File: src/rtl/hazard_stall_controller.sv
// -----------------------------------------------------------------------------
// hazard_stall_controller
//
// Purpose:
//   Stall, bubble and flush sequencer for the 5-stage core (IF/ID/EX/MA/WB).
//   - Detects RAW hazards between the ID-stage sources and the EX/MA
//     destinations. With forwarding enabled, only load-use hazards stall.
//   - Freezes the whole pipeline while the data SRAM has not completed an
//     access.
//   - Keeps flush_if_id high for FLUSH_CYCLES unfrozen cycles per taken
//     branch.
//   All control outputs are combinational from the registered state and the
//   current inputs. Priority: memory wait > flush > hazard.
//
// Parameters:
//   REG_W        register-address width
//   FLUSH_CYCLES cycles flush_if_id stays high per taken branch (>= 1)
//   HAZ_MAX      consecutive bubble cycles before haz_timeout sets
//   CNT_W        width of the optional performance counters
//
// Ports:
//   clk, rst_n            clock (rising edge), asynchronous active-low reset
//   forward_en            1 = forwarding active, only load-use stalls
//   id_valid              ID stage holds a real instruction
//   id_src1, id_src2      ID source registers
//   id_two_src            ID instruction reads id_src2
//   ex_dest, ex_wb_en     EX destination and write-back enable
//   ex_mem_r_en           EX instruction is a load
//   ma_dest, ma_wb_en     MA destination and write-back enable
//   branch_taken          EX resolved a taken branch
//   mem_req, mem_ready    SRAM access request / completion
//   freeze_pc             hold PC and IF/ID
//   bubble_ex             load NOP into ID/EX
//   flush_if_id           clear IF/ID and ID/EX
//   freeze_all            hold every pipeline register
//   haz_timeout           sticky: a hazard stall lasted HAZ_MAX cycles
//   state                 00 RUN, 01 MEM_WAIT, 10 FLUSH
//
// Configuration:
//   HAZARD_PERF_CNT_EN    when defined, adds saturating counters
//                         stall_cnt (bubble_ex cycles), memwait_cnt
//                         (freeze_all cycles) and flush_cnt (taken branches).
// -----------------------------------------------------------------------------
module hazard_stall_controller #(
  parameter int REG_W        = 4,
  parameter int FLUSH_CYCLES = 1,
  parameter int HAZ_MAX      = 8,
  parameter int CNT_W        = 16
) (
  input  logic             clk,
  input  logic             rst_n,
  input  logic             forward_en,
  input  logic             id_valid,
  input  logic [REG_W-1:0] id_src1,
  input  logic [REG_W-1:0] id_src2,
  input  logic             id_two_src,
  input  logic [REG_W-1:0] ex_dest,
  input  logic             ex_wb_en,
  input  logic             ex_mem_r_en,
  input  logic [REG_W-1:0] ma_dest,
  input  logic             ma_wb_en,
  input  logic             branch_taken,
  input  logic             mem_req,
  input  logic             mem_ready,
  output logic             freeze_pc,
  output logic             bubble_ex,
  output logic             flush_if_id,
  output logic             freeze_all,
  output logic             haz_timeout,
  output logic [1:0]       state
`ifdef HAZARD_PERF_CNT_EN
  ,
  output logic [CNT_W-1:0] stall_cnt,
  output logic [CNT_W-1:0] memwait_cnt,
  output logic [CNT_W-1:0] flush_cnt
`endif
);

  typedef enum logic [1:0] {
    S_RUN      = 2'b00,
    S_MEM_WAIT = 2'b01,
    S_FLUSH    = 2'b10
  } state_t;

  localparam int FCNT_W = (FLUSH_CYCLES > 1) ? $clog2(FLUSH_CYCLES + 1) : 1;
  localparam int HCNT_W = $clog2(HAZ_MAX + 1);

  localparam logic [FCNT_W-1:0] FLUSH_LOAD = FCNT_W'(FLUSH_CYCLES - 1);
  localparam logic [HCNT_W-1:0] HAZ_SAT    = HCNT_W'(HAZ_MAX);
  localparam logic [HCNT_W-1:0] HAZ_LAST   = HCNT_W'(HAZ_MAX - 1);

  state_t              r_state;
  state_t              w_state_nxt;
  logic [FCNT_W-1:0]   r_flush_cnt;
  logic [FCNT_W-1:0]   w_flush_cnt_nxt;
  logic [HCNT_W-1:0]   r_haz_cnt;
  logic                r_haz_timeout;

  logic w_mem_stall;
  logic w_ex_m1, w_ex_m2, w_ma_m1, w_ma_m2;
  logic w_ex_match, w_ma_match;
  logic w_hazard;
  logic w_freeze_pc, w_bubble_ex, w_flush_if_id, w_freeze_all;

  // ---------------------------------------------------------------------------
  // Hazard detection
  // ---------------------------------------------------------------------------
  assign w_mem_stall = mem_req & ~mem_ready;

  assign w_ex_m1 = (id_src1 == ex_dest) & ex_wb_en;
  assign w_ex_m2 = id_two_src & (id_src2 == ex_dest) & ex_wb_en;
  assign w_ma_m1 = (id_src1 == ma_dest) & ma_wb_en;
  assign w_ma_m2 = id_two_src & (id_src2 == ma_dest) & ma_wb_en;

  assign w_ex_match = w_ex_m1 | w_ex_m2;
  assign w_ma_match = w_ma_m1 | w_ma_m2;

  // With forwarding, only a load in EX cannot be bypassed in time.
  assign w_hazard = id_valid &
                    (forward_en ? (ex_mem_r_en & w_ex_match)
                                : (w_ex_match | w_ma_match));

  // ---------------------------------------------------------------------------
  // Sequencer: state register
  // ---------------------------------------------------------------------------
  always_ff @(posedge clk or negedge rst_n) begin
    if (!rst_n) begin
      r_state     <= S_RUN;
      r_flush_cnt <= '0;
    end else begin
      r_state     <= w_state_nxt;
      r_flush_cnt <= w_flush_cnt_nxt;
    end
  end

  // ---------------------------------------------------------------------------
  // Sequencer: next state and raw control outputs
  // ---------------------------------------------------------------------------
  always_comb begin
    w_state_nxt     = r_state;
    w_flush_cnt_nxt = r_flush_cnt;
    w_freeze_pc     = 1'b0;
    w_bubble_ex     = 1'b0;
    w_flush_if_id   = 1'b0;
    w_freeze_all    = 1'b0;

    case (r_state)
      S_RUN: begin
        if (w_mem_stall) begin
          w_freeze_all = 1'b1;
          w_state_nxt  = S_MEM_WAIT;
        end else if (branch_taken) begin
          w_flush_if_id = 1'b1;
          // A single-cycle flush is fully served in this cycle.
          if (FLUSH_CYCLES > 1) begin
            w_state_nxt     = S_FLUSH;
            w_flush_cnt_nxt = FLUSH_LOAD;
          end
        end else if (w_hazard) begin
          w_freeze_pc = 1'b1;
          w_bubble_ex = 1'b1;
        end
      end

      // Branch and hazard requests are held by the frozen pipeline and are
      // picked up again once back in RUN.
      S_MEM_WAIT: begin
        w_freeze_all = ~mem_ready;
        if (mem_ready) begin
          w_state_nxt = S_RUN;
        end
      end

      // flush_if_id stays high through a memory stall, so the stall simply
      // stretches the flush window while the counter holds.
      S_FLUSH: begin
        w_flush_if_id = 1'b1;
        if (w_mem_stall) begin
          w_freeze_all = 1'b1;
        end else if (branch_taken) begin
          w_flush_cnt_nxt = FLUSH_LOAD;
        end else if (r_flush_cnt == FCNT_W'(1)) begin
          w_flush_cnt_nxt = '0;
          w_state_nxt     = S_RUN;
        end else begin
          w_flush_cnt_nxt = r_flush_cnt - FCNT_W'(1);
        end
      end

      default: begin
        w_state_nxt     = S_RUN;
        w_flush_cnt_nxt = '0;
      end
    endcase
  end

  // Outputs are forced low the moment rst_n drops, not at the next edge.
  assign freeze_pc   = rst_n & w_freeze_pc;
  assign bubble_ex   = rst_n & w_bubble_ex;
  assign flush_if_id = rst_n & w_flush_if_id;
  assign freeze_all  = rst_n & w_freeze_all;
  assign haz_timeout = r_haz_timeout;
  assign state       = r_state;

  // ---------------------------------------------------------------------------
  // Hazard watchdog: consecutive bubble cycles, sticky timeout
  // ---------------------------------------------------------------------------
  always_ff @(posedge clk or negedge rst_n) begin
    if (!rst_n) begin
      r_haz_cnt     <= '0;
      r_haz_timeout <= 1'b0;
    end else if (w_bubble_ex) begin
      if (r_haz_cnt != HAZ_SAT) begin
        r_haz_cnt <= r_haz_cnt + HCNT_W'(1);
      end
      // This bubble is the HAZ_MAX-th in a row.
      if (r_haz_cnt >= HAZ_LAST) begin
        r_haz_timeout <= 1'b1;
      end
    end else begin
      r_haz_cnt <= '0;
    end
  end

`ifdef HAZARD_PERF_CNT_EN
  // ---------------------------------------------------------------------------
  // Performance counters
  // ---------------------------------------------------------------------------
  logic [CNT_W-1:0] r_stall_cnt;
  logic [CNT_W-1:0] r_memwait_cnt;
  logic [CNT_W-1:0] r_flush_cnt_perf;
  logic             w_branch_acc;

  function automatic logic [CNT_W-1:0] sat_inc(input logic [CNT_W-1:0] v);
    return (&v) ? v : v + CNT_W'(1);
  endfunction

  // A branch is accepted when it is acted on, not while it waits behind a
  // frozen pipeline.
  assign w_branch_acc = branch_taken & ~w_mem_stall &
                        ((r_state == S_RUN) | (r_state == S_FLUSH));

  always_ff @(posedge clk or negedge rst_n) begin
    if (!rst_n) begin
      r_stall_cnt      <= '0;
      r_memwait_cnt    <= '0;
      r_flush_cnt_perf <= '0;
    end else begin
      if (w_bubble_ex)  r_stall_cnt      <= sat_inc(r_stall_cnt);
      if (w_freeze_all) r_memwait_cnt    <= sat_inc(r_memwait_cnt);
      if (w_branch_acc) r_flush_cnt_perf <= sat_inc(r_flush_cnt_perf);
    end
  end

  assign stall_cnt   = r_stall_cnt;
  assign memwait_cnt = r_memwait_cnt;
  assign flush_cnt   = r_flush_cnt_perf;
`else
  logic [CNT_W-1:0] w_unused_cnt_w;
  assign w_unused_cnt_w = '0;
`endif

endmodule

File: config.mk
export PLATFORM = sky130hd
export DESIGN_NAME = hazard_stall_controller
export DESIGN_NICKNAME = d
export VERILOG_FILES = /design/src/rtl/hazard_stall_controller.sv
export SDC_FILE = /design/constraint.sdc
export NUM_CORES = 1
export LEC_CHECK = 0
export CORE_MARGIN = 8
export CORE_UTILIZATION = 36
export CTS_CLUSTER_DIAMETER = 60
export DETAILED_ROUTE_END_ITERATION = 10
export PLACE_DENSITY = 0.9
export SYNTH_ARGS = -nofsm -noshare
export SYNTH_HDL_FRONTEND = slang
export SYNTH_SLANG_ARGS = --single-unit
File: constraint.sdc
create_clock -name clk -period 1.4 [get_ports clk]
set_clock_uncertainty 0.1 [all_clocks]
set_input_delay 0.14 -clock clk [delete_from_list [all_inputs] [get_ports clk]]
set_output_delay 0.14 -clock clk [all_outputs]
set_load 0.02 [all_outputs]
==> results.cfg <==
[routing]
drc = 0
post_route_wl_um = 1770
wl_per_cell_um = 14.6
avgViaCountPerCell = 4.92
met3_wirelength_um = 183
met2WireLength_um = 980
detail_route.wirelength.met1_um = 583
postRouteAntennaNets = 0
vias = 595
detailedRoute.firstIterationViolations = 6
detailedRoute.firstPassIterationCount = 4
highest_layer = met4

[sta]
final_hold_viol_count = 0
timing.final.crit_period_ps = 1500
timing_max_transition_violations_final = 0
postLayoutSetupSlackWorst_ps = -102
max_freq_mhz = 666
min_period_over_period_pct = 107
timing.setup.tns_ps = -203
grt_setup_unrepaired = yes
count_of_final_setup_violators = 2
timing.hold.ws_ps = 155

[synthesis]
synth_top_cells_by_area = dfrtp_1 27%, xnor2_1 15%, xor2_1 14%
synth_cells = 62
synth_warnings = 0
synthesized_nets = 91
ys_dominant_reg_cell = dfrtp_1
synth-edff-count = 0
netlist.area_leader.share_pct = 26.5
synth.largest_area_cell = dfrtp_1
synth.ff_latch_count = 6
synth.lib_cells_used.distinct = 25
synthesis.area_um2 = 566
commonest_cells_in_the_synthesized_netlist = 10 x xnor2_1, 9 x xor2_1, 7 x nor2_1, 6 x dfrtp_1, 5 x inv_1
postSynth.asyncResetShare_pct = 100
yosysSeqAreaShare_pct = 26.5
synthesis.area_per_instance_um2 = 9.12
cell_with_the_most_instances_after_synthesis = xnor2_1

[setup_path]
reg2reg_to = r_haz_cnt[1]
timing.setup.critical_path_class = in -> out
max_stage_delay_ps = 330
worstSetupStartpointType = input port
r2r_setup_slk_ps = 110
worstRegToRegCells = 5
setup.worst_path.end_class = output pin
crit_chain = clkbuf_2 > inv_2 > buf_6 > o2111ai_4 > o22ai_2 > o311ai_4 > nor2_4 > buf_6
worst-path-max-fanout = 3
path_common_cell = buf_6
crit_arrival_ps = 1260
crit_path_start = forward_en
setup.worst_path.end = bubble_ex
critical_path.reg2reg.startpoint = r_haz_cnt[0]
crit_slowest_cell = o311ai_4
worstPathRequired_ps = 1160

[grt]
grt_start_max_net_pins = 6
antenna_found_initial = 0
grt_pass1_vias = 692
gr-usage-all-layers_pct = 11.3
global_route_overflow = 0
grt_pass1_wl_um = 2860

[status]
violations = negative setup slack
run_status = finished, violations left

[final_layout]
antenna_cells = 0
final_core_utilization_pct = 69.7
final-instance-count-excl-fill = 121
post_route_cells_drive_above_1_share_pct = 48.6
finalNetCount = 136
area_growth_pct = 83.6
post-route-cell-area_um2 = 1040

[power_and_ir_drop]
ir_worst_vdd_uv = 282
power.density_cell_area_nw_per_um2 = 530
power.leakage_nw = 0.480
power.total_mw = 0.550

[placement]
postPlaceCellArea_um2 = 936
post-place-ws_ps = -993
post-dp-hpwl_um = 1400
port-buffer-count = 32
gp_congestion = 0.795
post-place-cells = 113

[floorplanning]
dieWidth_um = 55.6
dieArea_um2 = 3100
core-area_um2 = 1490
floorplan.initialDensity_pct = 38.0
core.rowCount = 14
die_height_um = 55.6
top_level_ports = 34

[cts]
clk-insertion-delay-late_ps = 240
cts_tree = yes
cts_buffers = 3
clk_root_buffer_cell = clkbuf_4
cts.sinks = 6
clock_tree.htree_level_count = 1
ctsLongestPathBuffers = 2
clk_transition_reported_paths_ps = 40

[run]
timing.max_cap.violations = 0

[worst_hold_path]
hp-class = in -> async
## cell families after synthesis
family,after synthesis,share of synthesized area (%)
xor+xnor,19,29.4
simple gates,19,19.2
compound gates,7,11.9
buf+inv,7,5.97
flops,6,26.5
fa+ha+maj,2,4.42
other cells,1,0.663
mux,1,1.77
## routing by layer
layer	up-vias	GRT usage [%]
met2	28	20.8
met5	-	0
met4	0	5.28
met1	270	10.1
li1	295	-
met3	2	5.25
## state kept, by name, indices dropped and copies added, names as in the netlist
register	cells
state	1
r_haz_cnt	4
haz_timeout	1
## cell type report
class / instances / area, µm²
inverter: 5 / 18.8
fill: 125 / 450
tap: 16 / 20.0
sequential: 6 / 150
timing repair buffer: 42 / 347
clock buffer: 3 / 22.5
multi-input combinational: 49 / 480
## where the power goes
group	switching, mW	internal [mW]	total [mW]
Clock	0.0592	0.0967	0.156
Sequential	0.00202	0.177	0.179
Combinational	0.0992	0.116	0.216
## what timing repair did
action                                 CTS  global route
setup endpoints to repair               11             5
endpoints found under the hold margin    1             0
hold buffers                             1             0
setup buffers                            2             2
resized for setup                       93            26
pin swaps                               14            15
## critical path: cells and delay by family
kind | cells | cell delay (ps)
AO/OA/AOI/OAI | 3 | 660
buffers and inverters | 4 | 390
AND/OR/NAND/NOR | 1 | 80
## cells in the final DEF (no fill, tap or decap), drive strengths merged, types with 2 or more instances in the layout
cell type / synthesis / layout
buf: 2 / 22
clkbuf: 0 / 12
xnor2: 10 / 10
xor2: 9 / 9
nor2: 7 / 7
dfrtp: 6 / 6
dlygate4sd2: 0 / 6
inv: 5 / 5
clkdlybuf4s50: 0 / 4
nand4: 2 / 2
nand3: 2 / 2
ha: 2 / 2
a21oi: 2 / 2
and3: 2 / 2
nor4: 2 / 2
## how the worst min path moves through the flow
stage,from,end,slack [ps],cells past startpoint
after floorplan,rst_n,haz_timeout,-260,0
after global placement,rst_n,state[0],230,1
after detailed placement,rst_n,state[0],240,1
after CTS,rst_n,r_haz_cnt[1],140,2
after global routing,rst_n,r_haz_cnt[0],170,2
final,rst_n,r_haz_cnt[0],160,2
No activity file was read; power rests on OpenSTA's default activity.
